**config.mk**
```make
export PLATFORM = sky130hd
export DESIGN_NAME = uart_tx_arbiter_flat
export DESIGN_NICKNAME = d
export VERILOG_FILES = /design/src/rtl/uart_tx_arbiter_if.sv /design/src/rtl/uart_tx_arbiter.sv /design/src/flat_wrapper.sv
export SDC_FILE = /design/constraint.sdc
export NUM_CORES = 1
export LEC_CHECK = 0
export CORE_MARGIN = 4
export CORE_UTILIZATION = 52
export CTS_CLUSTER_DIAMETER = 150
export DETAILED_ROUTE_END_ITERATION = 16
export PLACE_DENSITY = 0.79
export SLEW_MARGIN = 15
export SYNTH_ARGS = -nofsm -noshare
export SYNTH_HDL_FRONTEND = slang
export SYNTH_SLANG_ARGS = --single-unit
```
**constraint.sdc**
```tcl
create_clock -name clk -period 2.75 [get_ports clk]
set_input_delay 0.55 -clock clk [delete_from_list [all_inputs] [get_ports clk]]
set_output_delay 0.55 -clock clk [all_outputs]
set_load 0.05 [all_outputs]
```
**src/rtl/uart_tx_arbiter_if.sv**
```systemverilog
`default_nettype none
// +------------------------------------------------------------------+
// | uart_tx_arbiter_if                                               |
// | Requester byte streams plus UART TX core start/busy handshake.   |
// | Rev 1.0                                                          |
// +------------------------------------------------------------------+
interface uart_tx_arbiter_if #(
    parameter int NREQ = 2
);
    logic [NREQ-1:0]   req_valid;
    logic [8*NREQ-1:0] req_data;
    logic [NREQ-1:0]   req_last;
    logic [NREQ-1:0]   req_ready;
    logic [7:0]        tx_data;
    logic              tx_start;
    logic              tx_busy;
    logic [NREQ-1:0]   grant;
    logic              timeout_err;

    modport slave (
        input  req_valid, req_data, req_last, tx_busy,
        output req_ready, tx_data, tx_start, grant, timeout_err
    );

    modport master (
        output req_valid, req_data, req_last, tx_busy,
        input  req_ready, tx_data, tx_start, grant, timeout_err
    );
endinterface
`default_nettype wire

```
**src/rtl/uart_tx_arbiter.sv**
```systemverilog
`default_nettype none
// +------------------------------------------------------------------+
// | uart_tx_arbiter                                                  |
// | Packet-granular round-robin sharing of one UART TX core.         |
// | Rev 1.0                                                          |
// +------------------------------------------------------------------+
module uart_tx_arbiter #(
    parameter int NREQ         = 2,
    parameter int IDLE_TIMEOUT = 100000
) (
    input  logic             clk,
    input  logic             rst,
    uart_tx_arbiter_if.slave bus
);
    localparam int c_IW = (NREQ > 1) ? $clog2(NREQ) : 1;
    localparam int c_CW = $clog2(IDLE_TIMEOUT + 1);
    localparam logic [c_CW-1:0] c_CNT_LAST = c_CW'(IDLE_TIMEOUT - 1);

    localparam logic [1:0] c_ST_IDLE    = 2'd0;
    localparam logic [1:0] c_ST_SEND    = 2'd1;
    localparam logic [1:0] c_ST_WAIT_HI = 2'd2;
    localparam logic [1:0] c_ST_WAIT_LO = 2'd3;

    logic [1:0]      r_state;
    logic [NREQ-1:0] r_grant;
    logic [c_IW-1:0] r_gidx;
    logic [c_IW-1:0] r_ptr;
    logic [c_CW-1:0] r_cnt;
    logic [1:0]      r_hi_cnt;
    logic            r_last;
    logic [7:0]      r_tx_data;
    logic            r_tx_start;
    logic [NREQ-1:0] r_req_ready;
    logic            r_timeout_err;

    logic [c_IW-1:0] w_sel;
    logic            w_any;
    logic            w_g_valid;
    logic [7:0]      w_g_data;
    logic            w_g_last;

    // Search order starts just after the last owner so it cannot win a tie.
    always_comb begin
        int j;
        logic [c_IW-1:0] idx;
        j     = 0;
        idx   = '0;
        w_sel = '0;
        w_any = 1'b0;
        for (int k = 1; k <= NREQ; k++) begin
            j = int'(r_ptr) + k;
            if (j >= NREQ) j = j - NREQ;
            idx = c_IW'(j);
            if (!w_any && bus.req_valid[idx]) begin
                w_any = 1'b1;
                w_sel = idx;
            end
        end
    end

    assign w_g_valid = bus.req_valid[r_gidx];
    assign w_g_data  = bus.req_data[{r_gidx, 3'b000} +: 8];
    assign w_g_last  = bus.req_last[r_gidx];

    always_ff @(posedge clk or negedge rst) begin
        if (!rst) begin
            r_state       <= c_ST_IDLE;
            r_grant       <= '0;
            r_gidx        <= '0;
            r_ptr         <= c_IW'(NREQ - 1);
            r_cnt         <= '0;
            r_hi_cnt      <= '0;
            r_last        <= 1'b0;
            r_tx_data     <= 8'h00;
            r_tx_start    <= 1'b0;
            r_req_ready   <= '0;
            r_timeout_err <= 1'b0;
        end else begin
            r_tx_start    <= 1'b0;
            r_req_ready   <= '0;
            r_timeout_err <= 1'b0;
            case (r_state)
                c_ST_IDLE: begin
                    r_cnt <= '0;
                    if (w_any) begin
                        r_gidx  <= w_sel;
                        r_grant <= NREQ'(1) << w_sel;
                        r_state <= c_ST_SEND;
                    end
                end
                c_ST_SEND: begin
                    if (w_g_valid && !bus.tx_busy) begin
                        r_req_ready <= NREQ'(1) << r_gidx;
                        r_tx_start  <= 1'b1;
                        r_tx_data   <= w_g_data;
                        r_last      <= w_g_last;
                        r_cnt       <= '0;
                        r_hi_cnt    <= '0;
                        r_state     <= c_ST_WAIT_HI;
                    end else if (!w_g_valid) begin
                        if (r_cnt == c_CNT_LAST) begin
                            r_timeout_err <= 1'b1;
                            r_grant       <= '0;
                            r_ptr         <= r_gidx;
                            r_cnt         <= '0;
                            r_state       <= c_ST_IDLE;
                        end else begin
                            r_cnt <= r_cnt + c_CW'(1);
                        end
                    end
                end
                c_ST_WAIT_HI: begin
                    // A core that never reports busy must not stall the arbiter.
                    if (bus.tx_busy || r_hi_cnt == 2'd2) begin
                        r_state <= c_ST_WAIT_LO;
                    end else begin
                        r_hi_cnt <= r_hi_cnt + 2'd1;
                    end
                end
                c_ST_WAIT_LO: begin
                    if (!bus.tx_busy) begin
                        if (r_last) begin
                            r_grant <= '0;
                            r_ptr   <= r_gidx;
                            r_state <= c_ST_IDLE;
                        end else begin
                            r_state <= c_ST_SEND;
                        end
                    end
                end
                default: r_state <= c_ST_IDLE;
            endcase
        end
    end

    assign bus.grant       = r_grant;
    assign bus.req_ready   = r_req_ready;
    assign bus.tx_start    = r_tx_start;
    assign bus.tx_data     = r_tx_data;
    assign bus.timeout_err = r_timeout_err;
endmodule
`default_nettype wire
```
**src/flat_wrapper.sv**
```systemverilog
// flat-port wrapper written by rule: the top's interface ports become plain ports
module uart_tx_arbiter_flat 
#(
    parameter int NREQ         = 2,
    parameter int IDLE_TIMEOUT = 100000
)
  (clk, rst, bus_req_valid, bus_req_data, bus_req_last, bus_tx_busy, bus_req_ready, bus_tx_data, bus_tx_start, bus_grant, bus_timeout_err);
  uart_tx_arbiter_if #(.NREQ(NREQ)) bus_i ();
  input  logic clk;
  input  logic rst;
  input wire logic [$bits(bus_i.req_valid)-1:0] bus_req_valid;
  input wire logic [$bits(bus_i.req_data)-1:0] bus_req_data;
  input wire logic [$bits(bus_i.req_last)-1:0] bus_req_last;
  input wire logic [$bits(bus_i.tx_busy)-1:0] bus_tx_busy;
  output wire logic [$bits(bus_i.req_ready)-1:0] bus_req_ready;
  output wire logic [$bits(bus_i.tx_data)-1:0] bus_tx_data;
  output wire logic [$bits(bus_i.tx_start)-1:0] bus_tx_start;
  output wire logic [$bits(bus_i.grant)-1:0] bus_grant;
  output wire logic [$bits(bus_i.timeout_err)-1:0] bus_timeout_err;
  assign bus_i.req_valid = bus_req_valid;
  assign bus_i.req_data = bus_req_data;
  assign bus_i.req_last = bus_req_last;
  assign bus_i.tx_busy = bus_tx_busy;
  assign bus_req_ready = bus_i.req_ready;
  assign bus_tx_data = bus_i.tx_data;
  assign bus_tx_start = bus_i.tx_start;
  assign bus_grant = bus_i.grant;
  assign bus_timeout_err = bus_i.timeout_err;
  uart_tx_arbiter #(.NREQ(NREQ), .IDLE_TIMEOUT(IDLE_TIMEOUT)) u_core (.clk(clk), .rst(rst), .bus(bus_i));
endmodule
```
==> results.md, run 1 <==
- The final hold violation count is 0.
- Measured against its own limit, the worst slew margin works out to 45.6%.
- The worst setup path is launched from a flip-flop.
- The clock network is responsible for around 15% of the overall power.
- The run finished with clean final reports.
- The final global-route overflow total is 0.
- Hold is met by 0.362 ns.
- In this run, synthesis produced a sequential element count of 38.
- After legalization and detailed placement, the total HPWL measured between 3000 and 4000 um.
- The worst hold-check path type is input pin to async pin.
- The worst setup skew after layout is 0.00986 ns.
- The Yosys step of the flow raised 0 warnings.
- The post-synthesis area per instance is 9.42 sq um.
- For this design the static power due to leakage is 1.12 nW.
- Detailed routing inserted a total of 1760 vias.
- Setup violations remaining at the end of the flow were counted as 0.
- Cells with a size suffix above 1 make up about 8.9% of the layout.
- Synthesis handed over a netlist of approximately 220 instances.
- The number of global-route vias before repair came to ~1.7k.
- The initial cell density of the core is 54.8%.
- The first global-routing pass estimated 7620 um of wire.
- Summing the sequential cell areas from Yosys gives 46.4% of the chip area.
- The CTS tree is done.
- The relative contribution of combinational cells to total power is 52.4%.
- The maximum ir drop on the vdd rail is between 600 and 700 uV.
- The max-capacitance violation count is 0.
- The family with the most delay on the worst path is simple AND/OR/NAND/NOR gates.
- The number of port buffers is 36.
- Setup repair after global routing left no endpoint under its margin.
- At the later pin of the worst-skew pair, clock insertion delay measures roughly 0.29 ns.
- The number of buffers and inverters on the critical path is 0.
- The internal power of the cells totals 1.33 mW.
- The critical path goes through or4b_4 > nor4_4 > nor2_2 > nor3_1 > mux2_2.
- The kind of critical path is flip-flop to flip-flop.
- The core footprint is 0.00374 sq mm.
- In this run, CTS created clock tree buffers numbering 5.
- The total number of nets in the final design is 286.
- For this run, design rule violations remaining after detail routing come to 0.
- Adding up every negative setup slack in the final design gives 0 ns.
- The final max-slew violation count is 0.
- Clock tree synthesis found a total of 38 sinks.
- The number of iterations in the first detailed-routing pass is 4.
- The sequential fraction of design power is 32.8%.
- Clock-pin slew was measured on the worst setup and hold paths at 0.07 ns.
- Entering global routing, the biggest net connects 39 pins.
- STA puts the critical path data required time at 2.93 ns.
- Global routing consumed, over all layers together, about a fifth of the routing resources.
- The tree is rooted in a clkbuf_8.
- STA classifies the critical path endpoint as a flip-flop.
- The congestion estimate from routability-driven global placement came to 0.871.
- In the synthesized netlist the dominant register cell turns out to be dfrtp_1.
- The number of antenna violations at the first check in global routing is 0.
- For this design the total switching power over the nets is roughly 1.1 mW.
- STA puts the critical path data arrival time at 2.50 ns.
- Net switching is 44.3% of the power.
- The floorplan has 22 rows.
- The chip width is 70.8 um.
- The number of enable flip-flop cells after synthesis is 0.
- After detailed routing, the average wire length per cell comes to 14.6 um.
- The number of gates resized after CTS was 0.
- The number of buffers inserted for hold repair after clock tree synthesis is 0.
- The total power divided by cell area is between 900 and 1000 mW/mm^2.
- The number of nets in the synthesized netlist is 247.
- After synthesis, the netlist uses 42 different library cells.
- The number of vias per cell after detailed routing is 5.77.
- The deepest level of the CTS H-tree is 2.
- The largest single stage delay on the critical path is 0.57 ns.
- The number of DRC markers in iteration 0 is 153.
- After synthesis the cells add up to between 0.002 and 0.0025 sq mm.
- The number of antenna diodes in the final layout is 0.
- The floorplan step set the die height to between 70 and 80 um.
- The number of buffers on the longest clock path is 2.
- Timing would allow up to 431 MHz.
- Counting flops with an async set or reset pin after synthesis yields a share of 100%.
- The slowest stage of the critical path belongs to the cell or4b_4.
- The count of nets left with antenna violations after detail routing is 0.
- The die covers 0.00502 sq mm.
- The post-synthesis to final-layout area growth is 24.4%.
- The final critical delay including setup and external delays is 2.32 ns.
- At the pin with the least slew margin, the transition time is 0.816 ns.
- The I/O pin count is 37.
- After detailed routing, the total wire length is 4460 um.
- Once the clock tree was built, the setup fixing pass inserted 0 buffers.
- The final clock period utilization by the worst path is 84.5%.
- The largest fanout of any net on the critical path is 15.
per-layer routing:
metal / track usage, % / vias to the layer above / routed length, um
met5: 0 / - / 0
met4: 7.52 / 0 / 53
met3: 4.83 / 6 / 255
met2: 30.8 / 49 / 2120
met1: 23.6 / 834 / 2020
li1: - / 871 / -
logic make-up (layout without fill, tap and decap cells):
logic type	after synthesis	after routing	synth area share [%]
AND/OR/NAND/NOR	77	77	19.3
AO/OA/AOI/OAI	62	62	19.0
flip-flops	38	38	46.4
buffers and inverters	19	58	3.53
multiplexers	16	16	8.17
adder cells (fa/ha/maj)	6	6	3.66
layout make-up:
| type | count | area, sq um |
|---|---|---|
| Multi-Input combinational cell | 161 | 1030 |
| Timing Repair Buffer | 43 | 408 |
| Clock buffer | 7 | 76.3 |
| Tap cell | 48 | 60.1 |
| Inverter | 8 | 30.0 |
| Sequential cell | 38 | 952 |
| Fill cell | 314 | 1190 |
cell usage after synthesis, types with 3 or more instances:
cell      number  area [sq um]
nand4_1        4          25.0
mux2i_1       10           100
nor3_1         5          25.0
nor2_1        17          63.8
clkbuf_1       9          33.8
ha_1           6          75.1
o21ai_0       12          60.1
inv_1          8          30.0
mux2_2         5          56.3
dfrtp_1       37           926
or3_1          3          18.8
and3_1         3          18.8
a41oi_1        3          26.3
a31oi_1       12          75.1
a21oi_1       18          90.1
nand2_1       27           101
nand3_1        6          30.0
a22o_1         4          35.0
and2_1         4          25.0
registers in the layout, summed over array words and instances, names as in the netlist, named ones only:
name / cells
u_core.bus.tx_data: 8
u_core.bus.timeout_err: 1
u_core.r_state: 1
u_core.r_hi_cnt: 2
u_core.r_ptr: 1
u_core.r_last: 1
u_core.r_cnt: 17
u_core.bus.grant: 2
u_core.bus.tx_start: 1
u_core.r_gidx: 1
u_core.bus.req_ready: 2
path summary, 6_finish.rpt:
kind | start | end | slack, ns | cells after the start
worst max-delay path | u_core.r_cnt[11] | flip-flop | 0.43 | 5
worst max register to register | u_core.r_cnt[11] | flip-flop | 0.43 | 5
worst min-delay path | rst | async pin | 0.36 | 1
min in group clk | u_core.bus.grant[1] | u_core.bus.grant[1] | 0.50 | 1
max in group asynchronous | rst | u_core.r_cnt[9] | 1.87 | 1
worst min register to register | u_core.bus.grant[1] | u_core.bus.grant[1] | 0.50 | 1
power by group through the flow:
stage	registers, mW	logic (mW)	clock network (mW)
2_1_floorplan	1.05	0.587	0
3_3_place_gp	0.787	1.24	0
3_5_place_dp	0.795	1.25	0
4_1_cts	0.785	1.26	0.363
5_1_grt	0.803	1.36	0.384
6_report	0.784	1.26	0.354
cells in the final DEF, fill, tap and decap left out, types with 3 or more instances in the layout:
master	count
nand4_1	4
dfrtp_1	37
a41oi_1	3
or3_1	3
a22o_1	4
and3_1	3
nor2_1	17
mux2i_1	10
a21oi_1	18
ha_1	6
inv_1	8
nand3_1	6
clkbuf_8	5
mux2_2	5
o21ai_0	12
nor3_1	5
a31oi_1	12
and2_1	4
buf_4	7
clkdlybuf4s50_1	35
nand2_1	27
metrics by stage:
step                total power [mW]  setup slack, ns  utilization, %  instance area (sq um)  cells
finish                          2.39            0.427            68.2                   2550    305
global route                    2.55            0.318            68.2                   2550    305
CTS                             2.41            0.414            68.2                   2550    305
detailed placement              2.05            0.224            66.2                   2480    298
global placement                2.02            0.272            66.2                   2480    298
floorplan                       1.64            0.757               -                   2050    218
No activity file was read; power rests on OpenSTA's default activity.
==> run 2: changes to the inputs <==
- CORE_UTILIZATION: 52 -> 47
- PLACE_DENSITY: 0.79 -> 0.76
- clock period: 2.75 -> 2 ns (I/O delays scaled with it)
==> run 2 against run 1 <==
Against the previous run:
- worst setup slack got worse by 0.42 ns
- non-clock buffer count up 22
- worst hold slack worse by 0.31 ns
- sequential cell count unchanged
- die area rose by 9.4%
- first-iteration DRC count grew 8.5%
- global-route usage increased by 1.5 points
- utilization up 0.22 points
- highest routed layer unchanged
- clock power up 81%
- total power grew 50%
==> results.md, run 2 (synthesis gave the netlist of run 1 again) <==
- The chip width came to 74.1 um (was 70.8 um).
- The number of DRC markers in iteration 0 is 166 (was 153).
- The number of vias per cell after detailed routing is 5.74 (was 5.77).
- The fraction of final layout cells with drive strength greater than 1 is 19.3% (was 8.95%).
- The post-CTS clock slew at the launch and capture registers of the worst setup and hold paths was 0.08 ns (was 0.07 ns).
- The remaining design rule violation count is 0 (unchanged).
- The maximum achievable frequency is 503 MHz (was 431 MHz).
- The total wirelength of the detailed-routed design is 4950 um (was 4460 um).
- The core footprint is 0.00412 sq mm (was 0.00374 sq mm).
- The placement-stage cell area is 0.00264 sq mm (was 0.00248 sq mm).
- The number of port buffers is 36 (unchanged).
- The beginning of the critical path is u_core.r_cnt[12] (was u_core.r_cnt[11]).
- Most frequent cells in the layout: dfrtp_1 (37), clkdlybuf4s50_1 (35), nand2_1 (27), buf_4 (27) (was dfrtp_1 (37), clkdlybuf4s50_1 (35), nand2_1 (27)).
- The total power divided by cell area is 1270 mW/mm^2 (was 937 mW/mm^2).
- The I/O pin count is 37 (unchanged).
- The number of iterations in the first detailed-routing pass is 4 (unchanged).
- The family with the most delay on the worst path is simple AND/OR/NAND/NOR gates (unchanged).
- The chip height is 74.1 um (was 70.8 um).
- The number of buffers on the longest clock path came to 2 (unchanged).
- The startpoint class of the critical path is a flip-flop (unchanged).
- The number of flip-flops under the largest register name is 17 (unchanged).
- The setup slack after layout came to 0.0117 ns (was 0.427 ns).
- The worst setup timing slack at the placement stage is -0.109 ns (was 0.224 ns).
- The total number of clock tree sinks is 38 (unchanged).
- The worst setup skew after layout is 0.00995 ns (was 0.00986 ns).
- The post-route worst hold slack is 0.0475 ns (was 0.362 ns).
- The number of antenna violations at the first check in global routing is 0 (unchanged).
- The number of global-route vias before repair is 1801 (was 1725).
- The count of nets left with antenna violations after detail routing was 0 (unchanged).
- The final-layout fill cell count is 333 (was 314).
- The kind of end point of the critical path is a flip-flop (unchanged).
- The wire length of the first global-routing pass came to 8490 um (was 7620 um).
- The clock latency of the later-clocked register in the worst-skew pair was 0.29 ns (about the same).
- The worst-case register-to-register setup slack is 0.01 ns (was 0.43 ns).
- The post-synthesis to final-layout area growth is 37.2% (was 24.4%).
- The cell at the root of the clock tree is clkbuf_8 (unchanged).
- The worst path buffer plus inverter count is 1 (was 0).
- The maximum ir drop on the vdd rail came to 919 uV (was 623 uV).
- The routability congestion estimate came to 0.870 (was 0.871).
- The required time of the critical path is 2.23 ns (was 2.93 ns).
- The final cell area excluding filler cells came to 0.00282 sq mm (was 0.00255 sq mm).
- The final clock period utilization by the worst path is 99.4% (was 84.5%).
- The startpoint of the worst-slack reg-to-reg timing path is u_core.r_cnt[12] (was u_core.r_cnt[11]).
- The total clock buffers created by CTS is 5 (unchanged).
- The worst hold-check path type was input pin to async pin (unchanged).
- The final max-slew violation count is 0 (unchanged).
- The largest net degree at the start of global routing came to 22 (was 39).
- The largest fanout of any net on the critical path came to 5 (was 15).
- The cell that appears most often on the critical path is mux2_4.
- Unrepaired setup endpoints after global routing: yes (was no).
- Status: complete, no violations (unchanged).
- The final critical delay including setup and external delays came to 1.99 ns (was 2.32 ns).
- The leading cell type in the layout, fill and taps excluded was dfrtp_1 (unchanged).
- The CTS tree was done (unchanged).
- The final hold violation count was 0 (unchanged).
- The core occupancy in the finished layout came to 68.5% (was 68.2%).
- The max-capacitance violation count is 0 (unchanged).
- The kind of critical path was flip-flop to flip-flop (unchanged).
- The delay of the slowest cell on the worst path was 0.54 ns (was 0.57 ns).
- Crit-path cells: or4b_4 > nor4_4 > buf_4 > mux2_4 > nand3_2 > mux2_4 (was or4b_4 > nor4_4 > nor2_2 > nor3_1 > mux2_2).
- The detailed placement HPWL is 3650 um (was 3300 um).
- The deepest level of the CTS H-tree was 2 (unchanged).
- The highest-delay cell along the critical path is or4b_4 (unchanged).
- The worst-margin pin slew was 0.513 ns (was 0.816 ns).
- The routed length per placed instance is 15.0 um (was 14.6 um).
- The number of antenna repair diodes came to 0 (unchanged).
- The via count of the routed design is 1894 (was 1760).
- The leakage power of the design is 1.26 nW (was 1.12 nW).
- The data arrival time at the worst-slack endpoint is 2.22 ns (was 2.50 ns).
- The total routing resource utilization after global routing came to 20.2% (was 18.7%).
- The register name with the most flops is u_core.r_cnt (unchanged).
- The final global-route overflow total is 0 (unchanged).
- The final number of setup-violating endpoints was 0 (unchanged).
- The site row count was 23 (was 22).
- The initial cell density of the core is 49.9% (was 54.8%).
- The normalized max-slew margin came to 65.7% (was 45.6%).
- The overall die area is 0.00549 sq mm (was 0.00502 sq mm).
- The total number of nets in the final design is 308 (was 286).
run 2: changes by cell type in the layout (fill, tap and decap cells not counted), sizes merged:
cell	previous run	this run
bufinv	0	1
buf	8	30
run 2: final cells by class:
type,count,area [sq um],share of cell area [%]
Clock buffer,7,76.3,2.71
Clock inverter,1,30.0,1.07
Inverter,8,30.0,1.07
Multi-Input combinational cell,161,1080,38.2
Sequential cell,38,952,33.8
Tap cell,50,62.6,2.22
Timing Repair Buffer,65,589,20.9
run 2: layer usage:
| layer | share of wire [%] | up-vias | GRT usage (%) |
|---|---|---|---|
| met5 | 0 | - | 0 |
| met4 | 2.1 | 0 | 8.05 |
| met3 | 5.6 | 11 | 4.32 |
| met2 | 48 | 51 | 32.4 |
| met1 | 44 | 908 | 26.8 |
| li1 | - | 924 | - |
run 2: power breakdown:
part	leakage, nW	total [mW]	internal [mW]	switching [mW]
sequential	0.491	1.09	0.957	0.129
combinational	0.718	1.86	0.734	1.12
clock	0.0524	0.640	0.373	0.267
total	1.26	3.59	2.06	1.52
run 2: repair_timing:
item | in CTS | in global routing
hold buffers | 0 | 0
endpoints found under the setup margin | 0 | 19
gates resized for setup | 0 | 13
buffers inserted | 0 | 2
run 2: stage by stage:
step | total power, mW | cells | TNS (ns)
global placement | 2.85 | 320 | -0.0477
detailed placement | 2.89 | 320 | -0.177
finish | 3.59 | 330 | 0
floorplan | 2.25 | 218 | 0
CTS | 3.54 | 328 | 0
global route | 3.83 | 330 | -0.188
run 2: path summary, 6_finish.rpt:
path                                           end  cells after the start
setup / recovery                      u_core.r_ptr                      6
hold / removal             u_core.bus.req_ready[0]                      1
setup reg to reg                      u_core.r_ptr                      6
hold reg to reg                u_core.bus.grant[0]                      2
max in group asynchronous         u_core.r_cnt[13]                      2
min in group clk               u_core.bus.grant[0]                      2
==> run 3: changes to the inputs <==
- GPL_ROUTABILITY_DRIVEN: not set -> 0
==> results of run 3 <==
The final DEF is identical to that of run 2; final timing and power are the same.
